File: src/rtl/core_pkg.sv
// Shared RV32I opcode encodings and immediate-format classification for the
// front end (fetch, decode and the IF/ID register).
package core_pkg;

    typedef enum logic [2:0] {
        IMM_NONE = 3'd0,
        IMM_I    = 3'd1,
        IMM_S    = 3'd2,
        IMM_B    = 3'd3,
        IMM_U    = 3'd4,
        IMM_J    = 3'd5
    } immode_e;

    localparam logic [6:0] OPC_LOAD   = 7'b0000011;
    localparam logic [6:0] OPC_OP_IMM = 7'b0010011;
    localparam logic [6:0] OPC_AUIPC  = 7'b0010111;
    localparam logic [6:0] OPC_STORE  = 7'b0100011;
    localparam logic [6:0] OPC_OP     = 7'b0110011;
    localparam logic [6:0] OPC_LUI    = 7'b0110111;
    localparam logic [6:0] OPC_BRANCH = 7'b1100011;
    localparam logic [6:0] OPC_JALR   = 7'b1100111;
    localparam logic [6:0] OPC_JAL    = 7'b1101111;
    localparam logic [6:0] OPC_SYSTEM = 7'b1110011;

    function automatic immode_e decode_immode(input logic [31:0] ins);
        immode_e mode;
        case (ins[6:0])
            OPC_OP_IMM, OPC_LOAD, OPC_JALR, OPC_SYSTEM: mode = IMM_I;
            OPC_STORE:                                  mode = IMM_S;
            OPC_BRANCH:                                 mode = IMM_B;
            OPC_LUI, OPC_AUIPC:                         mode = IMM_U;
            OPC_JAL:                                    mode = IMM_J;
            default:                                    mode = IMM_NONE;
        endcase
        return mode;
    endfunction

endpackage

File: src/rtl/fetch_queue.sv
// Two-entry synchronous FIFO with flush; holds fetched {ins, pc} entries and
// the PCs of requests still in flight to instruction memory.
module fetch_queue #(
    parameter int unsigned Width = 32
) (
    input  logic             clk,
    input  logic             rstn,
    input  logic             push,
    input  logic [Width-1:0] push_data,
    input  logic             pop,
    input  logic             flush,
    output logic [Width-1:0] head,
    output logic             full,
    output logic             empty,
    output logic [1:0]       count
);

    logic [Width-1:0] mem_q [2];
    logic [Width-1:0] mem_d [2];
    logic             wr_ptr_q, wr_ptr_d;
    logic             rd_ptr_q, rd_ptr_d;
    logic [1:0]       count_q, count_d;
    logic             do_push, do_pop;

    assign full  = (count_q == 2'd2);
    assign empty = (count_q == 2'd0);
    assign count = count_q;
    assign head  = mem_q[rd_ptr_q];

    // A push into a full queue is allowed when the head leaves in the same cycle.
    always_comb begin
        mem_d    = mem_q;
        wr_ptr_d = wr_ptr_q;
        rd_ptr_d = rd_ptr_q;
        count_d  = count_q;
        do_push  = push && (!full || pop);
        do_pop   = pop && !empty;
        if (flush) begin
            wr_ptr_d = 1'b0;
            rd_ptr_d = 1'b0;
            count_d  = 2'd0;
        end else begin
            if (do_push) begin
                mem_d[wr_ptr_q] = push_data;
                wr_ptr_d        = ~wr_ptr_q;
            end
            if (do_pop) begin
                rd_ptr_d = ~rd_ptr_q;
            end
            count_d = count_q + 2'(do_push) - 2'(do_pop);
        end
    end

    always_ff @(posedge clk) begin
        if (!rstn) begin
            mem_q    <= '{default: '0};
            wr_ptr_q <= 1'b0;
            rd_ptr_q <= 1'b0;
            count_q  <= 2'd0;
        end else begin
            mem_q    <= mem_d;
            wr_ptr_q <= wr_ptr_d;
            rd_ptr_q <= rd_ptr_d;
            count_q  <= count_d;
        end
    end

endmodule

File: src/rtl/fetch_ctrl.sv
// Instruction-fetch sequencer: owns the fetch PC, issues in-order imem requests
// under a 2-credit limit and presents buffered responses to IF/ID.
module fetch_ctrl
    import core_pkg::*;
#(
    parameter int unsigned          WordSize    = 32,
    parameter logic [WordSize-1:0]  ResetVector = '0
) (
    input  logic                clk,
    input  logic                rstn,
    output logic                imem_req_valid,
    input  logic                imem_req_ready,
    output logic [WordSize-1:0] imem_req_addr,
    input  logic                imem_rsp_valid,
    input  logic [31:0]         imem_rsp_data,
    input  logic                redirect,
    input  logic [WordSize-1:0] redirect_pc,
    input  logic                stall,
    output logic                ifid_valid,
    output logic [31:0]         ifid_ins,
    output logic [WordSize-1:0] ifid_pc,
    output logic [2:0]          ifid_immode
);

    localparam int unsigned EntryW = 32 + WordSize;

    logic [WordSize-1:0] pc_q, pc_d;
    logic [1:0]          outstanding_q, outstanding_d;
    logic [1:0]          drop_q, drop_d;

    logic                accept;
    logic                rsp_push;
    logic                data_pop;
    logic [EntryW-1:0]   data_head;
    logic                data_full, data_empty;
    logic [1:0]          data_count;
    logic [WordSize-1:0] infl_head;
    logic                infl_full, infl_empty;
    logic [1:0]          infl_count;
    immode_e             head_mode;

    // Credits come from registered counts only, so a same-cycle pop never frees one.
    assign imem_req_valid = rstn && !redirect
                         && (({1'b0, outstanding_q} + {1'b0, data_count}) < 3'd2);
    assign imem_req_addr  = pc_q;
    assign accept         = imem_req_valid && imem_req_ready;

    assign rsp_push = imem_rsp_valid && !redirect && (drop_q == 2'd0);
    assign data_pop = ifid_valid && !stall && !redirect;

    fetch_queue #(.Width(WordSize)) u_infl_q (
        .clk       (clk),
        .rstn      (rstn),
        .push      (accept),
        .push_data (pc_q),
        .pop       (imem_rsp_valid),
        .flush     (1'b0),
        .head      (infl_head),
        .full      (infl_full),
        .empty     (infl_empty),
        .count     (infl_count)
    );

    fetch_queue #(.Width(EntryW)) u_data_q (
        .clk       (clk),
        .rstn      (rstn),
        .push      (rsp_push),
        .push_data ({imem_rsp_data, infl_head}),
        .pop       (data_pop),
        .flush     (redirect),
        .head      (data_head),
        .full      (data_full),
        .empty     (data_empty),
        .count     (data_count)
    );

    // Redirect turns everything still in flight (minus a same-cycle response,
    // itself discarded) into drop credit on top of any drop already pending.
    always_comb begin
        pc_d          = pc_q;
        outstanding_d = outstanding_q + 2'(accept) - 2'(imem_rsp_valid);
        drop_d        = drop_q;
        if (redirect) begin
            pc_d   = redirect_pc;
            drop_d = outstanding_q - 2'(imem_rsp_valid);
        end else begin
            if (accept) begin
                pc_d = pc_q + WordSize'(4);
            end
            if (imem_rsp_valid && (drop_q != 2'd0)) begin
                drop_d = drop_q - 2'd1;
            end
        end
    end

    always_ff @(posedge clk) begin
        if (!rstn) begin
            pc_q          <= ResetVector;
            outstanding_q <= 2'd0;
            drop_q        <= 2'd0;
        end else begin
            pc_q          <= pc_d;
            outstanding_q <= outstanding_d;
            drop_q        <= drop_d;
        end
    end

    always_ff @(posedge clk) begin
        if (rstn) begin
            assert (outstanding_q <= 2'd2);
            assert (data_count <= 2'd2);
            assert (drop_q <= outstanding_q);
            assert (!(imem_rsp_valid && (outstanding_q == 2'd0)));
            assert (infl_count == outstanding_q);
            assert (!(imem_rsp_valid && infl_empty));
            assert (!(accept && infl_full));
            assert (!(rsp_push && data_full && !data_pop));
        end
    end

    assign ifid_valid  = !data_empty;
    assign ifid_ins    = ifid_valid ? data_head[EntryW-1 -: 32] : '0;
    assign ifid_pc     = ifid_valid ? data_head[WordSize-1:0] : '0;
    assign head_mode   = decode_immode(ifid_ins);
    assign ifid_immode = head_mode;

endmodule

File: config.mk
export PLATFORM = sky130hd
export DESIGN_NAME = fetch_ctrl
export DESIGN_NICKNAME = d
export VERILOG_FILES = /design/src/rtl/core_pkg.sv /design/src/rtl/fetch_queue.sv /design/src/rtl/fetch_ctrl.sv
export SDC_FILE = /design/constraint.sdc
export NUM_CORES = 1
export LEC_CHECK = 0
export CORE_MARGIN = 2
export CORE_UTILIZATION = 58
export CTS_CLUSTER_SIZE = 12
export DETAILED_ROUTE_END_ITERATION = 10
export PLACE_DENSITY_LB_ADDON = 0.05
export SETUP_SLACK_MARGIN = 0.05
export SLEW_MARGIN = 20
export SYNTH_ARGS = -nofsm -noshare
export SYNTH_HDL_FRONTEND = slang
export SYNTH_SLANG_ARGS = --single-unit
File: constraint.sdc
create_clock -name clk -period 7.43 [get_ports clk]
set_clock_uncertainty 0.2 [all_clocks]
set_input_delay 1.486 -clock clk [delete_from_list [all_inputs] [get_ports clk]]
set_output_delay 1.486 -clock clk [all_outputs]
set_load 0.02 [all_outputs]
Word level (Yosys, flattened, before mapping)

Index checks and enable logic that the tools add are counted.

Logic and storage cells: 102
Input port bits: 70
Bits in registers: 236
Output and inout port bits: 101

Reductions and logical operators: 32
$add $sub $neg: 10
$lt $le $gt $ge: 7
Equal/unequal tests: 11
Muxes and demuxes: 19
Bitwise operators: 10

Operator list:

| kind                                                       | number |
|---|---|
| 2-to-1 mux 32 bit                                          | 8 |
| 2-to-1 mux 64 bit                                          | 4 |
| bitwise mux 128 bit                                        | 1 |
| bitwise mux 64 bit                                         | 1 |
| demux 64 bit (select 1 bit)                                | 1 |
| adder 32 x 3 -> 32 bit, second input constant              | 1 |
| demux 32 bit (select 1 bit)                                | 1 |
| == test 7 bit, second input constant                       | 4 |
| case mux 3 bit (5 select lines)                            | 1 |
| == test 7 x 5 -> 1 bit, second input constant              | 2 |
| == test 7 x 6 -> 1 bit, second input constant              | 2 |
| logical AND 1 bit                                          | 14 |
| greater-or-equal comparator 2 bit, second input constant   | 4 |
| NOT 1 -> 2 bit                                             | 4 |
| subtractor 2 x 1 -> 2 bit                                  | 4 |
| == test 7 x 2 -> 1 bit, second input constant              | 1 |
| adder 2 x 1 -> 2 bit                                       | 3 |
| zero test 1 bit                                            | 6 |
| zero test 2 bit                                            | 3 |
| NOT 1 bit                                                  | 6 |
| nonzero test 2 bit                                         | 3 |
| == test 2 bit, second input constant                       | 2 |
| less-than comparator 2 x 1 -> 1 bit, second input constant | 2 |
| 2-to-1 mux 2 bit                                           | 2 |
| 7 further kinds                                            | 9 |

Logic depth before layout (Yosys ltp)

Depth after elaboration: 8
Mapped depth: 12
Depth with buffers taken out: 11

Modules after synthesis

A second synthesis with hierarchy kept.

Cells, all modules: 1,224
Area, all modules: 11,534.8 µm²

By module, submodules not included:

| module                  | instances | sequential area each (µm²) | area each (µm²) | cells an instance |
|---|---|---|---|---|
| fetch_queue at u_data_q | 1         | 2,642.5                    | 5,808.1         | 581 |
| fetch_queue at u_infl_q | 1         | 1,361.3                    | 3,046.7         | 305 |
| fetch_ctrl              | 1         | 720.7                      | 2,680.1         | 338 |

Least setup slack after synthesis

No wires, ideal clock.

Path type: input port to output port
From: input redirect
To: output imem_req_valid
Stages on the path: 4
Data arrival time: 2.472 ns
Path buffers: 2
Path slack: 3.272 ns
Data required time: 5.744 ns
Path through: clkbuf_1 nand2b_1 clkbuf_1 nor3_1

Cells in the longest elaborated chain, start to end: 3

Ends and longest elaborated chain:

| what              | line             | source |
|---|---|---|
| from (decl)       | fetch_ctrl.sv:16 | `input logic redirect,` |
| zero test 1 bit   | fetch_ctrl.sv:43 | `assign imem_req_valid = rstn && !redirect` |
| logical AND 1 bit | fetch_ctrl.sv:43 |  |
| logical AND 1 bit | fetch_ctrl.sv:44 | `&& (({1'b0, outstanding_q} + {1'b0, data_count}) < 3'd2);` |
| to (decl)         | fetch_ctrl.sv:11 | `output logic imem_req_valid,` |

Every way passes these cells.

Final worst setup path

Same ends and word-level chain as after synthesis.

==> run_results.csv <==
group,metric,value,unit
run_status,status,"completed",
clock_network,root_buffer,"clkbuf_16",
logic_synthesis,synth-edff-count,0,
sta,fin_crit_sh,69.8,%
worst_setup_path,critPathArrivalTime,3500,ps
clock_network,cts-buffers-inserted,25,
logic_synthesis,synth_area_leaders,"dfxtp_1 (45%), nand2_1 (10%), mux2i_1 (9.2%)",
pwr,p_total,2.92,mW
final_layout,nNetsFinal,1481,
worst_setup_path,timing.rr.start,"u_data_q.count[0]$_SDFF_PP0_",
routing,vias,9304,
worst_setup_path,cp.required,5740,ps
place,portBuffers,170,
logic_synthesis,synth.distinct_cells,64,
global_routing,grt_overflow_total,0,
global_routing,grt_max_degree,135,
sta,period_needed,5180,ps
clock_network,cts_hold_buffers,0,
final_layout,stdcell_count,1643,
logic_synthesis,synth_most_common_cell,"nand2_1",
routing,drt_first_iter_violations,513,
final_layout,area_delta_synth_final,23.3,%
pwr,p_leak,4.07,nW
clock_network,clk_pin_slew,60,ps
min_path,hold_start,"u_infl_q.mem_q[1]$_SDFFE_PN0P_",
floorplan,ios,171,
worst_setup_path,endpoint_kind,"primary output",
clock_network,h-tree-depth,1,
floorplan,die_h,139,um
sta,max_freq,0.193,GHz
logic_synthesis,synth_top_area_share,44.9,%
worst_setup_path,critPathMaxFanout,28,
worst_setup_path,critical_path.startpoint,"redirect",
logic_synthesis,synthCells,1295,
place,place_congestion,0.920,
job,maxCapViolCount,0,
logic_synthesis,ys_ff_latch,236,
place,dpl.hpwl,16600,um
sta,relSlewSlack,24.3,%
floorplan,die_w,139,um
logic_synthesis,syn_nets,1375,
min_path,hold_path.class,"reg2reg",
sta,final.setup.tns,0,ps
logic_synthesis,ys_warn_count,0,
routing,ant_nets,0,
routing,post_drt_wl_per_cell,15.8,um
clock_network,clock_path_buffers,3,
final_layout,fillCellCount,1481,
final_layout,antenna_cells,0,
logic_synthesis,synth_common_cells,"nand2_1 (281), dfxtp_1 (236), nor2_1 (159)",
sta,rsz0062_at_grt,"no",
pwr,power.density,225,nW/um^2
worst_setup_path,path_class,"in2out",
place,place_inst,1603,
sta,worst_slew_pin_slew,1140,ps
logic_synthesis,yosysSeqAreaShare,44.9,%
floorplan,initial_utilization,58.8,%
global_routing,track_usage,26.3,%
logic_synthesis,ys_async_sr_fraction,0,%
sta,slew_viol_final,0,
logic_synthesis,syn_avg_cell_area,8.12,um^2
pwr,ir_worst_vdd,0.190,mV
clock_network,cts_resized,0,
global_routing,grt_pass1_wl,43100,um
floorplan,core,17900,um^2
logic_synthesis,ys.flop_type,"dfxtp_1",
sta,finalSetupViolCount,0,
global_routing,grt_pass1_vias,8865,
logic_synthesis,synth_top_cell_by_area,"dfxtp_1",
routing,drt_pass1_iterations,5,
clock_network,cts_tree,"yes",
global_routing,antenna_found_initial,0,
clock_network,post_cts_buffers,0,
logic_synthesis,netlist_area,10500,um^2
routing,viasPerCell,5.66,
worst_setup_path,cp-start-kind,"input port",
floorplan,die_area,19200,um^2
routing,drc,0,
final_layout,layout-drive-gt1-share,5.09,%
routing,wl,26000,um
clock_network,insertion_delay,520,ps
clock_network,cts_sinks,236,
floorplan,rows,49,
sta,finalHoldViolations,0,
-- final timing paths --
path	depth (start not counted)	end	slack [ps]
worst max-delay path	5	imem_req_valid	2250
worst min-delay path	2	u_infl_q.mem_q[1]$_SDFFE_PN0P_	250
worst max register to register	8	u_infl_q.mem_q[58]$_SDFFE_PN0P_	3890
worst min register to register	2	u_infl_q.mem_q[1]$_SDFFE_PN0P_	250
-- cell usage in the layout (no fill, tap or decap), drive strengths merged, types with 6 or more instances in the layout --
| master | instances |
|---|---|
| nand2 | 281 |
| dfxtp | 236 |
| clkdlybuf4s50 | 170 |
| nor2 | 160 |
| a21oi | 134 |
| mux2i | 97 |
| a211oi | 76 |
| clkbuf | 38 |
| nand3 | 20 |
| o21ai | 17 |
| inv | 17 |
| buf | 15 |
| nand4 | 12 |
| xnor2 | 11 |
| or3 | 10 |
| xor2 | 9 |
| ha | 9 |
| nor4 | 9 |
| or4 | 9 |
| nor3 | 8 |
| a31oi | 7 |
| and2 | 6 |
| and3 | 6 |
-- worst max-delay path: stages --
cell and delay, ps:
clkdlybuf4s50_1 400, buf_4 230, nand2b_1 420, nor3_1 290
clkdlybuf4s50_1 660
-- metal layers --
layer	track usage (%)	vias to the layer above	share of wire [%]
met5	0	-	0
met4	6.54	0	1.8
met2	44.5	295	46
met1	36.4	4308	46
met3	2.73	37	5.5
li1	-	4664	-
-- metrics by stage --
stage | instance area, um^2 | hold WS, ps | util, % | worst slack (ps)
3_5_place_dp | 12200 | 246 | 68.2 | 2300
4_1_cts | 13000 | 254 | 72.5 | 2300
6_report | 13000 | 251 | 72.5 | 2250
2_1_floorplan | 10500 | 233 | - | 3270
3_3_place_gp | 12200 | 240 | 68.2 | 2310
5_1_grt | 13000 | 271 | 72.5 | 2210
-- cells by family (layout without fill, tap and decap cells) --
kind of cell               count (synthesis)  count (layout)  synth area share (%)
AOI/OAI and AO/OA                        264             264                  15.5
xor gates and xnor gates                  20              20                  1.66
adders and majority gates                 10              10                  1.26
buffers and inverters                    121             240                  4.85
DFF                                      236             236                  44.9
muxes                                     99              99                  9.44
and+or+nand+nor                          545             545                  22.3
-- power by group --
group	internal [mW]	switching, mW	total (mW)
combinational	0.167	0.182	0.349
clock	0.685	0.478	1.16
sequential	1.32	0.0839	1.40
-- flip-flops by register name (all words and copies together) (netlist names) --
name and count:
imem_req_addr 32, drop_q 2, u_infl_q.mem_q 64, outstanding_q 2, u_infl_q.wr_ptr_q 1, u_data_q.count 2, u_data_q.mem_q 128, u_infl_q.count 2
u_data_q.rd_ptr_q 1, u_infl_q.rd_ptr_q 1, u_data_q.wr_ptr_q 1
-- final cells by class --
| type | count | area, um^2 | area share [%] |
|---|---|---|---|
| clock buffers | 38 | 744 | 5.74 |
| clock inverters | 2 | 20.0 | 0.154 |
| multi-input cells | 938 | 5320 | 41.0 |
| well taps | 229 | 287 | 2.21 |
| repair buffers | 185 | 1810 | 14.0 |
| flip-flops and latches | 236 | 4730 | 36.5 |
| inverters | 15 | 61.3 | 0.473 |
Power figures use the tool's default switching activity.
